File: config.mk
export PLATFORM = sky130hd
export DESIGN_NAME = fighting_game
export DESIGN_NICKNAME = d
export VERILOG_FILES = /design/src/rtl/fighting_game.sv
export SDC_FILE = /design/constraint.sdc
export NUM_CORES = 1
export LEC_CHECK = 0
export ABC_CLOCK_PERIOD_IN_PS = 3740
export BUFFER_PORTS_ARGS = -buffer_cell sky130_fd_sc_hd__buf_4
export CAP_MARGIN = 20
export CORE_ASPECT_RATIO = 1.4
export CORE_MARGIN = 4
export CORE_UTILIZATION = 56
export DETAILED_ROUTE_END_ITERATION = 10
export GPL_TIMING_DRIVEN = 0
export HOLD_SLACK_MARGIN = 0.15
export PLACE_DENSITY = 0.79
export RECOVER_POWER = 25
export SLEW_MARGIN = 20
export SYNTH_ARGS = -nofsm -noshare
export SYNTH_HDL_FRONTEND = slang
export SYNTH_SLANG_ARGS = --single-unit
File: constraint.sdc
create_clock -name clk -period 3.74 [get_ports clk]
set_input_delay 0.748 -clock clk [delete_from_list [all_inputs] [get_ports clk]]
set_output_delay 0.748 -clock clk [all_outputs]
set_load 0.05 [all_outputs]
File: src/rtl/fighting_game.sv
// fighting_game: two-player turn-based fighting core with movement, hits, blocking, health and win tracking
module fighting_game #(
  parameter int INIT_HEALTH = 3,
  parameter int POS_MAX     = 7,
  parameter int P1_START    = 2,
  parameter int P2_START    = 5,
  parameter int PUNCH_RANGE = 1,
  parameter int KICK_RANGE  = 2
) (
  input  logic       clk,
  input  logic       resetGame,
  input  logic [2:0] action1,
  input  logic [2:0] action2,
  input  logic       actionEnable,
  output logic [1:0] health1,
  output logic [1:0] health2,
  output logic       firstWin,
  output logic       secondWin,
  output logic [2:0] state1,
  output logic [2:0] state2
);
  typedef enum logic [2:0] {
    IDLE = 3'b000, FWD = 3'b001, BACK = 3'b010, PUNCH = 3'b011,
    KICK = 3'b100, DEFEND = 3'b110, KO = 3'b111
  } act_t;
  localparam logic [2:0] PMAX = 3'(POS_MAX);
  logic [2:0] p1, p2, d, m1, m2, n1, n2;
  logic [1:0] nh1, nh2;
  act_t a1, a2;
  logic hit1, hit2, over;
  always_comb begin
    a1 = (action1 == 3'b101 || action1 == 3'b111) ? IDLE : act_t'(action1);
    a2 = (action2 == 3'b101 || action2 == 3'b111) ? IDLE : act_t'(action2);
    d = p2 - p1;
    hit1 = ((a1 == PUNCH && d <= 3'(PUNCH_RANGE)) || (a1 == KICK && d <= 3'(KICK_RANGE))) && a2 != DEFEND;
    hit2 = ((a2 == PUNCH && d <= 3'(PUNCH_RANGE)) || (a2 == KICK && d <= 3'(KICK_RANGE))) && a1 != DEFEND;
    nh1 = (hit2 && health1 != 2'd0) ? health1 - 2'd1 : health1;
    nh2 = (hit1 && health2 != 2'd0) ? health2 - 2'd1 : health2;
    m1 = a1 == FWD ? p1 + 3'd1 : (a1 == BACK && p1 != 3'd0) ? p1 - 3'd1 : p1;
    m2 = a2 == FWD ? p2 - 3'd1 : (a2 == BACK && p2 != PMAX) ? p2 + 3'd1 : p2;
    // a collision cancels only the forward steps; backward steps still apply
    n1 = (m1 >= m2 && a1 == FWD) ? p1 : m1;
    n2 = (m1 >= m2 && a2 == FWD) ? p2 : m2;
    over = firstWin | secondWin;
  end
  always_ff @(posedge clk) begin
    if (resetGame) begin
      health1   <= 2'(INIT_HEALTH);
      health2   <= 2'(INIT_HEALTH);
      firstWin  <= 1'b0;
      secondWin <= 1'b0;
      state1    <= IDLE;
      state2    <= IDLE;
      p1        <= 3'(P1_START);
      p2        <= 3'(P2_START);
    end else if (actionEnable && !over) begin
      health1   <= nh1;
      health2   <= nh2;
      firstWin  <= nh2 == 2'd0;
      secondWin <= nh1 == 2'd0;
      state1    <= nh1 == 2'd0 ? KO : a1;
      state2    <= nh2 == 2'd0 ? KO : a2;
      p1        <= n1;
      p2        <= n2;
    end
  end
endmodule

---- Yosys cells after proc, flatten, opt, wreduce, memory -nomap -nowiden ----
Index checks and enable logic that the tools add are counted.
word-level totals
  output and inout port bits .............. 12
  register bits ........................... 18
  bits of input ports ..................... 9
operators by class
  eq/ne operators ......................... 15
  order comparisons ....................... 3
  reduce and logical (&&, ||, !) cells .... 25
  mux-type cells .......................... 10
  add/sub/neg operators ................... 7
  bitwise logic cells ..................... 3
operator list
  cell                 number
  $mux 3               8
  $eq 3x3->1 const B   6
  $logic_and 1x1->1    13
  $eq 3x2->1 const B   4
  $ne 3x3->1 const B   3
  $add 3x1->3 const B  2
  $eq 3x1->1 const B   2
  $sub 3x1->3 const B  2
  $logic_not 2->1      2
  $logic_or 1x1->1     4
  $mux 2               2
  $reduce_and 2->1     2
  $reduce_bool 2->1    2
  $sub 2x1->2 const B  2
  $ge 3x3->1           1
  $le 3x1->1 const B   1
  $le 3x2->1 const B   1
  $reduce_bool 3->1    1
  $sub 3x3->3          1
  $not 1->1            2
  $logic_not 1->1      1
  $or 1x1->1           1

---- Logic depth before layout (Yosys ltp) ----
Gate-level depths: netlist of run 1.
  depth in word-level cells ............... 11
  depth in mapped cells ................... 11
  gate-level depth less buffers ........... 11

---- Worst setup path before layout of run 1 ----
No wires, ideal clock.
  path kind ............................... in2reg
  start point ............................. input action2[1]
  end point ............................... register p1[0]
  stages .................................. 10
  slack ................................... 0.791 ns
  path buffers ............................ 1
  data arrival time ....................... 2.828 ns
  path through ............................ buf_6 -> or3b_1 -> a21oi_1 -> xnor2_1 -> ha_1 -> nand2b_1 -> a21o_1 -> a21o_1 -> o31ai_1 -> mux2_2
between the ends
  longest elaborated chain between the ends .. 11
ends and longest elaborated chain
  item                                 line  text
  start, declared                      13    input logic [2:0] action2,
  $eq 3x3->1                           33    a2 = (action2 == 3'b101 || action2 == 3'b111) ? IDLE : act_t'(action2);
  $logic_or 1x1->1                     33
  $mux 3 *                             33
  $eq 3x2->1                           40    m2 = a2 == FWD ? p2 - 3'd1 : (a2 == BACK && p2 != PMAX) ? p2 + 3'd1 : p2;
  $logic_and 1x1->1                    40
  $mux 3                               40
  $mux 3 *                             40
  via m2[0]                            27    logic [2:0] p1, p2, d, m1, m2, n1, n2;
  $ge 3x3->1 *                         42    n1 = (m1 >= m2 && a1 == FWD) ? p1 : m1;
  $logic_and 1x1->1 *                  42
  $not 1->1 (no source line) *         -
  $reduce_and 2->1 (no source line) *  -
  end signal, assigned                 54    p1 <= 3'(P1_START);
  end signal, assigned                 63    p1 <= n1;
  end, declared                        27
The timed path passes the listed nets; every way through them passes the cells marked *.
A chain may end at the register's enable or synchronous reset.

---- Worst setup path in the final report of run 1 ----
  start point ............................. register p2[1]
  end point ............................... register p2[0]
between the ends
  longest elaborated chain between the ends .. 8
ends and longest elaborated chain
  item                               line  text
  start, declared                    27
  start signal, assigned             55    p2 <= 3'(P2_START);
  start signal, assigned             64    p2 <= n2;
  $ne 3x3->1 *                       40
  $logic_and 1x1->1 *                40
  $mux 3 * (2 in series)             40
  via m2[0]                          27
  $ge 3x3->1                         43    n2 = (m1 >= m2 && a2 == FWD) ? p2 : m2;
  $logic_and 1x1->1                  43
  $not 1->1 (no source line)         -
  $reduce_and 2->1 (no source line)  -
Marks and branches as above.

==> results.sh, run 1 <==
export IMPL_outcome="complete, no violations"
export IMPL_synth_nets=187
export IMPL_timing_final_crit_share_pct=84.6
export IMPL_port_buffers=20
export IMPL_via_count=1296
export IMPL_antenna_left=0
export IMPL_cts_tree="done"
export IMPL_dp_slack_ps=451
export IMPL_ctsResizeCount=0
export IMPL_synth_seq_cells=18
export IMPL_fillCellCount=211
export IMPL_synthAdderAreaFrac_pct=12.3
export IMPL_synth_top_area_share_pct=26.1
export IMPL_leakagePower_nw=0.702
export IMPL_drc=0
export IMPL_rows=21
export IMPL_diodes=0
export IMPL_grt_ovfl_total=0
export IMPL_hpwl_mm=2.55
export IMPL_synthSimpleGateAreaFrac_pct=25.5
export IMPL_ys_types=44
export IMPL_path_class="reg -> reg"
export IMPL_tightest_slew_ps=599
export IMPL_die_area_um2=3340
export IMPL_fin_tns_setup_ps=0
export IMPL_place_inst=208
export IMPL_fin_cells=212
export IMPL_io_pin_count=21
export IMPL_worstPathRequired_ps=3980
export IMPL_met1_length_mm=1.32
export IMPL_synth_xor_area_share_pct=4.89
export IMPL_finalCriticalPeriod_ps=3170
export IMPL_ctsHoldBuffers=0
export IMPL_core_area_um2=2360
export IMPL_setup_ws_ps=575
export IMPL_fp_dieW_um=50.0
export IMPL_cts_sinks=18
export IMPL_synth_cell_area_um2=1380
export IMPL_grt_max_degree=11
export IMPL_start_util_pct=58.4
export IMPL_antenna_found_initial=0
export IMPL_hold_class="reg -> reg"
export IMPL_rsz0062_at_grt="no"
export IMPL_crit_fanout=6
export IMPL_hold_violations=0
export IMPL_cts_root_buf="clkbuf_4"
export IMPL_first_pass_iters=4
export IMPL_post_cts_buffers=0
export IMPL_routed_wl_met3_um=166
export IMPL_clockBufferDepth=2
export IMPL_setup_worst_path_end_class="flop"
export IMPL_synth_async_reset_ratio_pct=0
export IMPL_avgSynthCellArea_um2=8.37
export IMPL_final_cell_mix="dfxtp_1 (18), inv_1 (14), buf_4 (14)"
export IMPL_grt_pass1_wl_mm=5.67
export IMPL_fp_dieH_um=66.8
export IMPL_seq_area_frac_synth_pct=26.1
export IMPL_synth_cells=165
export IMPL_arrival_ps=3410
export IMPL_synthFlopType="dfxtp_1"
export IMPL_cap_violations=0
export IMPL_wl_per_cell_um=15.4
export IMPL_irDropWorstVdd_mv=0.218
export IMPL_relSlewSlack_pct=60.2
export IMPL_top_layer="met4"
export IMPL_finalSetupViolCount=0
export IMPL_viasPerCell=6.11
export IMPL_yosys_warnings=0
export IMPL_gr_usage_all_layers_pct=21.6
export IMPL_layout_commonest_cell="dfxtp_1"
export IMPL_wl_met2_mm=1.73
export IMPL_place_congestion=0.842
export IMPL_cts_buffers=3
export IMPL_worst_setup_path_start_kind="flop"
export IMPL_synth_top_area_cell="dfxtp_1"
export IMPL_slew_violations=0
export IMPL_htree_levels=1
export IMPL_worstSkewPairLatency_ps=300
export IMPL_power_mw=0.482
export IMPL_muxShareOfSynthArea_pct=2.99
export IMPL_synth_edff_count=0
export IMPL_yosys_top_cells_area="dfxtp_1 (26%), ha_1 (11%), a21oi_1 (4.3%), inv_1 (3.8%), xnor2_1 (3.2%)"
export IMPL_fin_util_pct=66.4
export IMPL_clk_pin_slew_worst_paths_ps=110
export IMPL_drt_total_wl_mm=3.27
export IMPL_area_growth_pct=13.7
export IMPL_drtIter0Drc=62
export IMPL_synth_top_family_by_area="simple AND/OR/NAND/NOR gates"
export IMPL_power_density_nw_per_um2=307
export IMPL_fmax_ghz=0.316
export IMPL_clock_skew_ps=1.46
export IMPL_synth_compound_area_share_pct=21.7
export IMPL_grt_pass1_vias=1328
export IMPL_fin_nets=212
export IMPL_drive_gt1_share_pct=14.3
-- Yosys cell counts, types with 2 or more instances --
cell type   n
nor2b_1     2
nand3_1     6
ha_1       12
nor3_1      4
and3_1      3
o31ai_1     3
nand2_1     9
a21oi_1    12
xnor2_1     5
nor3b_1     4
nor4b_1     2
clkbuf_1    5
inv_1      14
nand2b_1    5
o211ai_1    4
or3_4       2
a31oi_1     6
nand3b_1    4
nand4_1     2
nor2_1      6
o21bai_1    3
o21ai_0     7
a31o_2      2
a21o_1      3
and2_1      2
dfxtp_1    18
mux2i_1     3
-- cells by family (layout without fill, tap and decap cells) --
family                     after synthesis  after routing
and+or+nand+nor                         58             58
AOI/OAI and AO/OA                       45             45
DFF                                     18             18
adders and majority gates               13             13
xor gates and xnor gates                 6              6
muxes                                    4              4
buffers and inverters                   21             45
-- metrics by stage --
step                hold WS (ps)  area [um^2]
floorplan                    504         1380
global placement             486         1560
detailed placement           496         1560
CTS                          511         1600
global route                 549         1570
finish                       514         1570
-- registers in the layout, summed over array words and instances, names as in the netlist --
register / cells
state1: 3
secondWin: 1
health1: 2
p1: 3
state2: 3
firstWin: 1
health2: 2
p2: 3
-- power breakdown --
| group | internal, mW | switching, mW | total (mW) |
|---|---|---|---|
| Clock | 0.0595 | 0.0687 | 0.128 |
| Sequential | 0.201 | 0.00745 | 0.208 |
| Combinational | 0.0571 | 0.0886 | 0.146 |
-- critical path, stage by stage, from the launching register on --
cell and delay [ps]:
dfxtp_1 390, ha_1 200, ha_1 200, or3b_1 420, a21oi_1 210, xnor2_1 150
ha_1 240, nand2b_1 130, a21o_1 180, a21o_1 260, o41ai_1 470, mux2i_1 240
-- per-layer routing --
metal | vias up | track usage, %
li1 | 652 | -
met2 | 37 | 41.4
met1 | 600 | 23.3
met4 | 0 | 9.69
met3 | 7 | 2.24
met5 | - | 0
-- final timing paths --
| kind | startpoint | end | slack (ps) | depth (start not counted) |
|---|---|---|---|---|
| worst min-delay path | secondWin | secondWin | 510 | 2 |
| worst min register to register | secondWin | secondWin | 510 | 2 |
| worst max register to register | p2[1] | p2[0] | 570 | 11 |
| worst max-delay path | p2[1] | p2[0] | 570 | 11 |
-- area by class of cell --
type | instances | area [um^2] | area share, %
sequential | 18 | 360 | 22.9
buffer | 7 | 37.5 | 2.39
inverter | 14 | 52.6 | 3.35
clock buffer | 4 | 36.3 | 2.31
tap | 23 | 28.8 | 1.83
multi-input combinational | 126 | 931 | 59.3
timing repair buffer | 20 | 124 | 7.89
No activity file was read; power rests on OpenSTA's default activity.
==> inputs of run 2 (changes only) <==
--- a/config.mk
+++ b/config.mk
@@ -5,16 +5,16 @@
 export SDC_FILE = /design/constraint.sdc
 export NUM_CORES = 1
 export LEC_CHECK = 0
-export ABC_CLOCK_PERIOD_IN_PS = 3740
+export ABC_CLOCK_PERIOD_IN_PS = 2800
 export BUFFER_PORTS_ARGS = -buffer_cell sky130_fd_sc_hd__buf_4
 export CAP_MARGIN = 20
 export CORE_ASPECT_RATIO = 1.4
 export CORE_MARGIN = 4
-export CORE_UTILIZATION = 56
+export CORE_UTILIZATION = 51
 export DETAILED_ROUTE_END_ITERATION = 10
 export GPL_TIMING_DRIVEN = 0
 export HOLD_SLACK_MARGIN = 0.15
-export PLACE_DENSITY = 0.79
+export PLACE_DENSITY = 0.76
 export RECOVER_POWER = 25
 export SLEW_MARGIN = 20
 export SYNTH_ARGS = -nofsm -noshare
==> constraint.sdc (replaced) <==
create_clock -name clk -period 2.8 [get_ports clk]
set_input_delay 0.56 -clock clk [delete_from_list [all_inputs] [get_ports clk]]
set_output_delay 0.56 -clock clk [all_outputs]
set_load 0.05 [all_outputs]
==> run 2 against run 1 <==
Effect of this change:
- critical path depth stayed put
- clock power is 31% higher
- largest power group unchanged
- the flow now finishes with violations (setup timing)
- die area is 8.4% higher
- sequential share of layout area is 2.1 points lower
- cell count is 9.0% higher
==> results.sh, run 2 (synthesis results as in run 1) <==
export IMPL_hold_class="reg -> reg"
export IMPL_first_pass_iters=5
export IMPL_clock_skew_ps=4.40
export IMPL_slew_violations=0
export IMPL_multi_input_area_um2=1050
export IMPL_gr_usage_all_layers_pct=23.1
export IMPL_fin_nets=218
export IMPL_drtIter0Drc=55
export IMPL_grt_pass1_vias=1414
export IMPL_via_count=1408
export IMPL_worstSkewPairLatency_ps=310
export IMPL_layout_commonest_cell="buf_4"
export IMPL_start_util_pct=52.8
export IMPL_finish_instance_area_um2=1760
export IMPL_violations="setup timing"
export IMPL_cts_root_buf="clkbuf_4"
export IMPL_cts_sinks=18
export IMPL_fp_dieH_um=69.6
export IMPL_timing_final_crit_share_pct=101
export IMPL_setup_ws_ps=-28.1
export IMPL_clk_pin_slew_worst_paths_ps=110
export IMPL_irDropWorstVdd_mv=0.301
export IMPL_rsz0062_at_grt="yes"
export IMPL_share_comb_of_total_power_pct=35.4
export IMPL_rows=22
export IMPL_viasPerCell=6.10
export IMPL_die_area_um2=3620
export IMPL_relSlewSlack_pct=59.8
export IMPL_clock_power_share_pct=24.3
export IMPL_finalCriticalPeriod_ps=2830
export IMPL_hold_violations=0
export IMPL_worstPathRequired_ps=3010
export IMPL_dpl_cell_area_um2=1580
export IMPL_leakagePower_nw=0.757
export IMPL_place_inst=221
export IMPL_grt_ovfl_total=0
export IMPL_cap_violations=0
export IMPL_path_class="reg -> reg"
export IMPL_drive_gt1_share_pct=25.6
export IMPL_diodes=0
export IMPL_drc=0
export IMPL_fp_dieW_um=52.0
export IMPL_hpwl_mm=2.63
export IMPL_intPower_mw=0.455
export IMPL_arrival_ps=3030
export IMPL_antenna_found_initial=0
export IMPL_dp_slack_ps=-290
export IMPL_cts_buffers=3
export IMPL_place_congestion=0.803
export IMPL_htree_levels=1
export IMPL_setup_worst_path_end_class="flop"
export IMPL_power_density_nw_per_um2=395
export IMPL_ctsHoldBuffers=0
export IMPL_regArea_um2=367
export IMPL_outcome="finished, violations left"
export IMPL_fillCellCount=223
export IMPL_wl_per_cell_um=16.6
export IMPL_fin_cells=231
export IMPL_worst_setup_path_start_kind="flop"
export IMPL_clockBufferDepth=2
export IMPL_grt_max_degree=11
export IMPL_area_growth_pct=27.2
export IMPL_port_buffers=20
export IMPL_core_area_um2=2620
export IMPL_final_cell_mix="buf_4 (21), dfxtp_1 (15), inv_1 (14), clkbuf_1 (11), a21oi_1 (11)"
export IMPL_fin_tns_setup_ps=-33.0
export IMPL_fmax_ghz=0.354
export IMPL_drt_total_wl_mm=3.85
export IMPL_crit_fanout=5
export IMPL_power_mw=0.693
export IMPL_tightest_slew_ps=605
export IMPL_io_pin_count=21
export IMPL_p_sw_share_pct=34.4
export IMPL_finalSetupViolCount=2
export IMPL_r2r_setup_slack_ps=-30
export IMPL_pwr_share_seq_pct=40.4
export IMPL_cts_tree="done"
export IMPL_grt_pass1_wl_mm=6.44
export IMPL_antenna_left=0
export IMPL_p_sw_mw=0.238
-- run 2: cell types whose count changed in the layout (fill, tap and decap cells not counted), sizes merged --
| cell | delta |
|---|---|
| buf | +7 |
| clkbuf | -1 |
-- run 2: worst max-delay path, stage by stage, from the launching register on --
cell and delay, ps:
dfxtp_4 380, ha_4 160, ha_4 150, or3b_4 400
a21oi_4 160, xnor2_2 130, ha_1 250, nand2b_4 140
a21o_1 190, a21o_4 250, o31ai_4 190, mux2_4 320
-- run 2: metrics by stage --
step	hold slack (ps)	utilization [%]
after global placement	493	60.4
after floorplan	504	-
after CTS	509	65.9
after global routing	559	67.2
after detailed placement	495	60.4
final	512	67.2
-- run 2: power groups by stage --
stage          Clock [mW]  Sequential (mW)  Combinational, mW
2_1_floorplan           0            0.309              0.118
3_3_place_gp            0            0.284              0.193
3_5_place_dp            0            0.284              0.199
4_1_cts             0.172            0.279              0.223
5_1_grt             0.182            0.281              0.267
6_report            0.168            0.280              0.245
-- run 2: layout make-up --
cell class | instances | share of cell area [%]
well taps | 36 | 2.56
clock buffers | 4 | 2.07
plain buffers | 7 | 2.14
inverters | 14 | 2.99
flip-flops and latches | 18 | 20.9
multi-input cells | 126 | 59.5
repair buffers | 26 | 9.83
-- run 2: layer usage --
layer  routed length [um]  track usage, %  vias up
met5                    0               0        -
met4                  106            11.4        0
met1                 1620            28.4      683
li1                     -               -      664
met2                 1970            38.5       49
met3                  151            2.58       12
-- run 2: final timing paths --
check                               start  depth (start not counted)   endpoint
worst min register to register  secondWin                          2  secondWin
worst max-delay path                p2[1]                         11      p1[0]
worst min-delay path            secondWin                          2  secondWin
worst max register to register      p2[1]                         11      p1[0]
-- run 2: timing repair --
| item | 4_1_cts | 5_1_grt |
|---|---|---|
| buffers inserted | 5 | 1 |
| setup endpoints to repair | 4 | 5 |
| pin swaps | 8 | 8 |
| gates resized for setup | 14 | 7 |
